===== src/rtl/dmem_dump_ctrl.sv =====
// Halt-and-dump sequencer: passes CPU data-memory accesses through to dmem until the CPU
// stores to HALT_ADDR, then freezes the CPU and streams a window of dmem words out.
module dmem_dump_ctrl #(
    parameter int                 DATA_W     = 32,
    parameter int                 ADDR_W     = 16,
    parameter logic [DATA_W-1:0]  HALT_ADDR  = 32'h0000_7fff,
    parameter int                 DUMP_START = 256,
    parameter int                 DUMP_END   = 1023
) (
    input  logic              clk,
    input  logic              rst,
    input  logic [DATA_W-1:0] cpu_daddr,
    input  logic              cpu_we,
    input  logic [DATA_W-1:0] cpu_wd,
    output logic              cpu_en,
    output logic [ADDR_W-1:0] mem_a,
    output logic              mem_we,
    output logic [DATA_W-1:0] mem_wd,
    input  logic [DATA_W-1:0] mem_rd,
    output logic              dump_valid,
    input  logic              dump_ready,
    output logic [DATA_W-1:0] dump_data,
    output logic [9:0]        dump_index,
    output logic              done,
    output logic [31:0]       cycle_count
);

    typedef enum logic [1:0] {
        S_RUN  = 2'd0,
        S_DUMP = 2'd1,
        S_DONE = 2'd2
    } state_t;

    localparam logic [10:0] START_IDX = 11'(DUMP_START);
    localparam logic [10:0] END_IDX   = 11'(DUMP_END);

    state_t      state;
    logic [10:0] fetch_idx;
    logic        halt_hit;
    logic        load;

    assign mem_wd = cpu_wd;
    assign load   = ~dump_valid | dump_ready;

    // The halting store itself must never reach dmem.
    always_comb begin
        halt_hit = cpu_we && (cpu_daddr == HALT_ADDR);
        mem_we   = 1'b0;
        mem_a    = ADDR_W'(fetch_idx);
        if (state == S_RUN) begin
            mem_we = cpu_we & ~halt_hit;
            mem_a  = cpu_daddr[ADDR_W+1:2];
        end
    end

    always_ff @(posedge clk) begin
        if (rst) begin
            state       <= S_RUN;
            cpu_en      <= 1'b1;
            dump_valid  <= 1'b0;
            dump_data   <= '0;
            dump_index  <= '0;
            done        <= 1'b0;
            cycle_count <= '0;
            fetch_idx   <= START_IDX;
        end else begin
            case (state)
                S_RUN: begin
                    cycle_count <= cycle_count + 32'd1;
                    if (halt_hit) begin
                        fetch_idx <= START_IDX;
                        cpu_en    <= 1'b0;
                        state     <= S_DUMP;
                    end
                end
                S_DUMP: begin
                    // fetch_idx runs one past DUMP_END so the final load can retire the last beat.
                    if (load) begin
                        if (fetch_idx <= END_IDX) begin
                            dump_data  <= mem_rd;
                            dump_index <= fetch_idx[9:0];
                            dump_valid <= 1'b1;
                            fetch_idx  <= fetch_idx + 11'd1;
                        end else begin
                            dump_valid <= 1'b0;
                            done       <= 1'b1;
                            state      <= S_DONE;
                        end
                    end
                end
                S_DONE: begin
                    cpu_en     <= 1'b0;
                    dump_valid <= 1'b0;
                    done       <= 1'b1;
                end
                default: begin
                    state <= S_RUN;
                end
            endcase
        end
    end

endmodule


===== config.mk =====
export PLATFORM = sky130hd
export DESIGN_NAME = dmem_dump_ctrl
export DESIGN_NICKNAME = d
export VERILOG_FILES = /design/src/rtl/dmem_dump_ctrl.sv
export SDC_FILE = /design/constraint.sdc
export NUM_CORES = 1
export LEC_CHECK = 0
export BUFFER_PORTS_ARGS = -buffer_cell sky130_fd_sc_hd__buf_4
export CAP_MARGIN = 20
export CORE_MARGIN = 2
export CORE_UTILIZATION = 40
export DETAILED_ROUTE_END_ITERATION = 12
export PLACE_DENSITY = 0.79
export SKIP_CTS_REPAIR_TIMING = 1
export SLEW_MARGIN = 15
export SYNTH_ARGS = -nofsm -noshare
export SYNTH_HDL_FRONTEND = slang
export SYNTH_SLANG_ARGS = --single-unit
export TNS_END_PERCENT = 10

===== constraint.sdc =====
create_clock -name clk -period 5.81 [get_ports clk]
set_input_delay 0 -clock clk [delete_from_list [all_inputs] [get_ports clk]]
set_output_delay 0 -clock clk [all_outputs]
set_load 0.1 [all_outputs]

==> results by group <==
Logic synthesis
  – Synth top area cells: dfxtp_1 (41%), a21oi_1 (7.5%), o21ai_0 (7.4%)
  – Most numerous cell in the Yosys netlist: dfxtp_1
  – Synth Register Bits: 90
  – Top cell type by total area after synthesis: dfxtp_1
  – Post-synthesis sequential area ratio: 41.04%
  – Synth warn: 0
  – Library cells used by synthesis: 45
  – EDFF count, synth: 0
  – Share of the synthesized area in the top cell type: 41.04%
  – Asr flop ratio synth: 0%
  – Top cells by count, synth: dfxtp_1 (90), a21oi_1 (66), o21ai_0 (65)
  – Post-synth top flop: dfxtp_1
  – Post-synth design cell area: 4390 um^2
  – Post-synthesis cell count: 550
  – Syn Area/Cell: 7.983 um^2
  – Syn_nets: 652

Power and ir drop
  – Worst vdd ir: 0.1243 mV
  – Fraction of power consumed by combinational cells: 12.1%
  – Leak pwr: 0.002265 uW
  – Clk pwr share: 38.7%
  – Int Power: 932.1 uW
  – P_sw: 327.1 uW
  – PwrDens: 210.5 nW/um^2
  – Sw Ratio: 25.97%
  – Flop pwr share: 49.3%

Routing
  – Routed Antenna Nets: 0
  – Final wirelength: 13530 um
  – Initial DRC Count: 438
  – DR pass1 iterations: 5
  – Wire per inst: 16.30 um
  – Overall via count from detail_route: 4661
  – DRC viols: 0
  – Drt via density: 5.616

Critical path
  – Critical Path Max Stage Delay: 0.71 ns
  – Setup Crit Path Kind: register to register
  – CP required: 6.10 ns
  – Crit path DAT: 2.84 ns
  – Endpoint type of the worst setup path: register
  – Top cell by count, worst path: or4_1
  – Max stage delay cell, worst path: or4_1
  – Worst setup SP type: register
  – Crit path max fanout: 18
  – CP cell instances: ha_1, or3b_1, or4_1, or4_1, a21oi_1

Layout
  – Proportion of layout cells with a drive suffix above 1: 27.68%
  – Final Util: 55.41%
  – Antenna diode count: 0
  – Fin area: 5981 um^2
  – Cell Count, Final, Fillers Out: 830
  – Nets@finish: 787
  – Area grow syn2layout: 36.22%
  – Fillers: 982

Global route
  – GRT Util Overall: 21.43%
  – Total grt overflow: 0
  – Global-route wire length before repair: 20320 um
  – Initial antenna violation count: 0
  – Vias in the first global route: 4227
  – Largest net degree at the start of global routing: 89

Placement
  – Gpl congestion: 0.9187
  – HPWL after detailed placement: 9082 um
  – Dpl ws: 3.281 ns
  – Placed inst area: 5434 um^2
  – Inst Count DP: 782
  – IO buf count: 161

Clocking
  – Root Buffer: clkbuf_8
  – # H-tree levels: 3
  – Clk sinks: 90
  – Clk_lat worst skew: 0.36 ns
  – Clk pin slew, worst setup/hold paths: 0.09 ns
  – TritonCTS clock tree: built
  – CTS Buf Count: 9
  – CTS max path bufs: 2

Floorplanning
  – Io pins: 226
  – Core Footprint: 10790 um^2
  – Starting Density: 40.68%
  – Die Wd: 108.8 um
  – Row Count: 38
  – DIE AREA: 11830 um^2
  – Die height: 108.8 um

Timing
  – Worst-Margin Slew: 1.003 ns
  – Layout Skew: 0.007683 ns
  – Final worst slack: 3.259 ns
  – Hold Fails Final Rpt: 0
  – Final setup TNS: 0 ns
  – Final Cycle Share: 43.91%
  – Final setup violation count: 0
  – Tmin final: 2.551 ns
  – Fmax: 392.0 MHz
  – Pins Over Slew Limit: 0
  – Unrepaired setup endpoints after global routing: false
  – Relative slew slack: 32.97%

Hold path
  – Hold Crit Class: primary input to primary output

Flow run
  – Max Cap Viol: 0

Run status
  – Status: finished, final reports clean
==> through the flow <==
stage | power [uW] | hold WS, ns
2_1_floorplan | 817.4 | 0.1477
3_3_place_gp | 766.4 | 0.0006813
3_5_place_dp | 767.7 | 0.0006813
4_1_cts | 1255 | -0.1251
5_1_grt | 1304 | 0.0001428
6_report | 1259 | 0.00003855
==> cells by family (layout without fill, tap and decap cells) <==
kind of cell / count (synthesis) / after routing / share of synthesized area, %
buffers and inverters: 94 / 234 / 10.83
adder cells (fa/ha/maj): 2 / 2 / 0.5699
AND/OR/NAND/NOR: 180 / 180 / 22.37
flip-flops: 90 / 90 / 41.04
multiplexers: 3 / 3 / 0.7694
XOR/XNOR: 12 / 12 / 2.394
AO/OA/AOI/OAI: 169 / 169 / 22.03
==> critical path, delay by kind of cell (launching register included) <==
family                     cells  cell delay (ns)
adders and majority gates      1             0.19
AOI/OAI and AO/OA              1             0.15
DFF                            1             0.42
and+or+nand+nor                3             1.73
==> path summary, 6_finish.rpt <==
check,start,end,slack [ns],depth (start not counted)
setup reg to reg,cycle_count[0]$_SDFFE_PP0P_,cycle_count[22]$_SDFFE_PP0P_,3.26,5
setup / recovery,cycle_count[0]$_SDFFE_PP0P_,cycle_count[22]$_SDFFE_PP0P_,3.26,5
hold / removal,cpu_wd[9],mem_wd[9],0.00004,0
hold reg to reg,dump_data[4]$_SDFFE_PP0P_,dump_data[4]$_SDFFE_PP0P_,0.48,2
==> power groups by stage <==
stage	Clock, uW	Combinational (uW)	Sequential [uW]
5_1_grt	525	158	621
3_3_place_gp	0	132	635
6_report	487	152	620
3_5_place_dp	0	133	635
2_1_floorplan	0	170	647
4_1_cts	501	133	620
==> state kept, by name, indices dropped and copies added, names as in the netlist <==
name and count:
dump_data 32, dump_index 10, fetch_idx 11, dump_valid 1
done 1, cpu_en 1, state 2, cycle_count 32
==> per-layer routing <==
metal	wire length (um)	track usage (%)	share of wire (%)
met5	0	0	0
met4	394	9.524	2.9
met3	830	5.380	6.1
met2	7069	36.29	52
met1	5237	25.63	39
==> final cells by class <==
class	instances	area, um^2	share of cell area, %
tap	140	175.2	2.929
clock inverter	6	88.84	1.485
multi-input combinational	366	2140	35.77
sequential	90	1802	30.13
inverter	21	78.83	1.318
clock buffer	10	137.6	2.301
timing repair buffer	197	1559	26.07
==> layout by cell type, fill, tap and decap left out, types with 4 or more instances in the layout <==
master         netlist  final
nor2_1              19     18
nand3_1             52     52
or3_1               12     12
o21ai_0             65     65
nor3_1               9      9
xnor2_1              9      9
and2_1               7      7
dfxtp_1             90     90
nand2_1             25     25
o41ai_1              8      8
a311oi_1             4      4
buf_4               32    165
a21oi_1             66     66
nor2b_1              4      4
o31ai_1              7      7
and3_1               5      5
or4_1               10     10
nand4_1             13     13
nor4_1               8      8
inv_1               21     21
dlygate4sd3_1        0     32
clkbuf_8             0     10
Note: power is estimated with default switching activity, not from simulation.
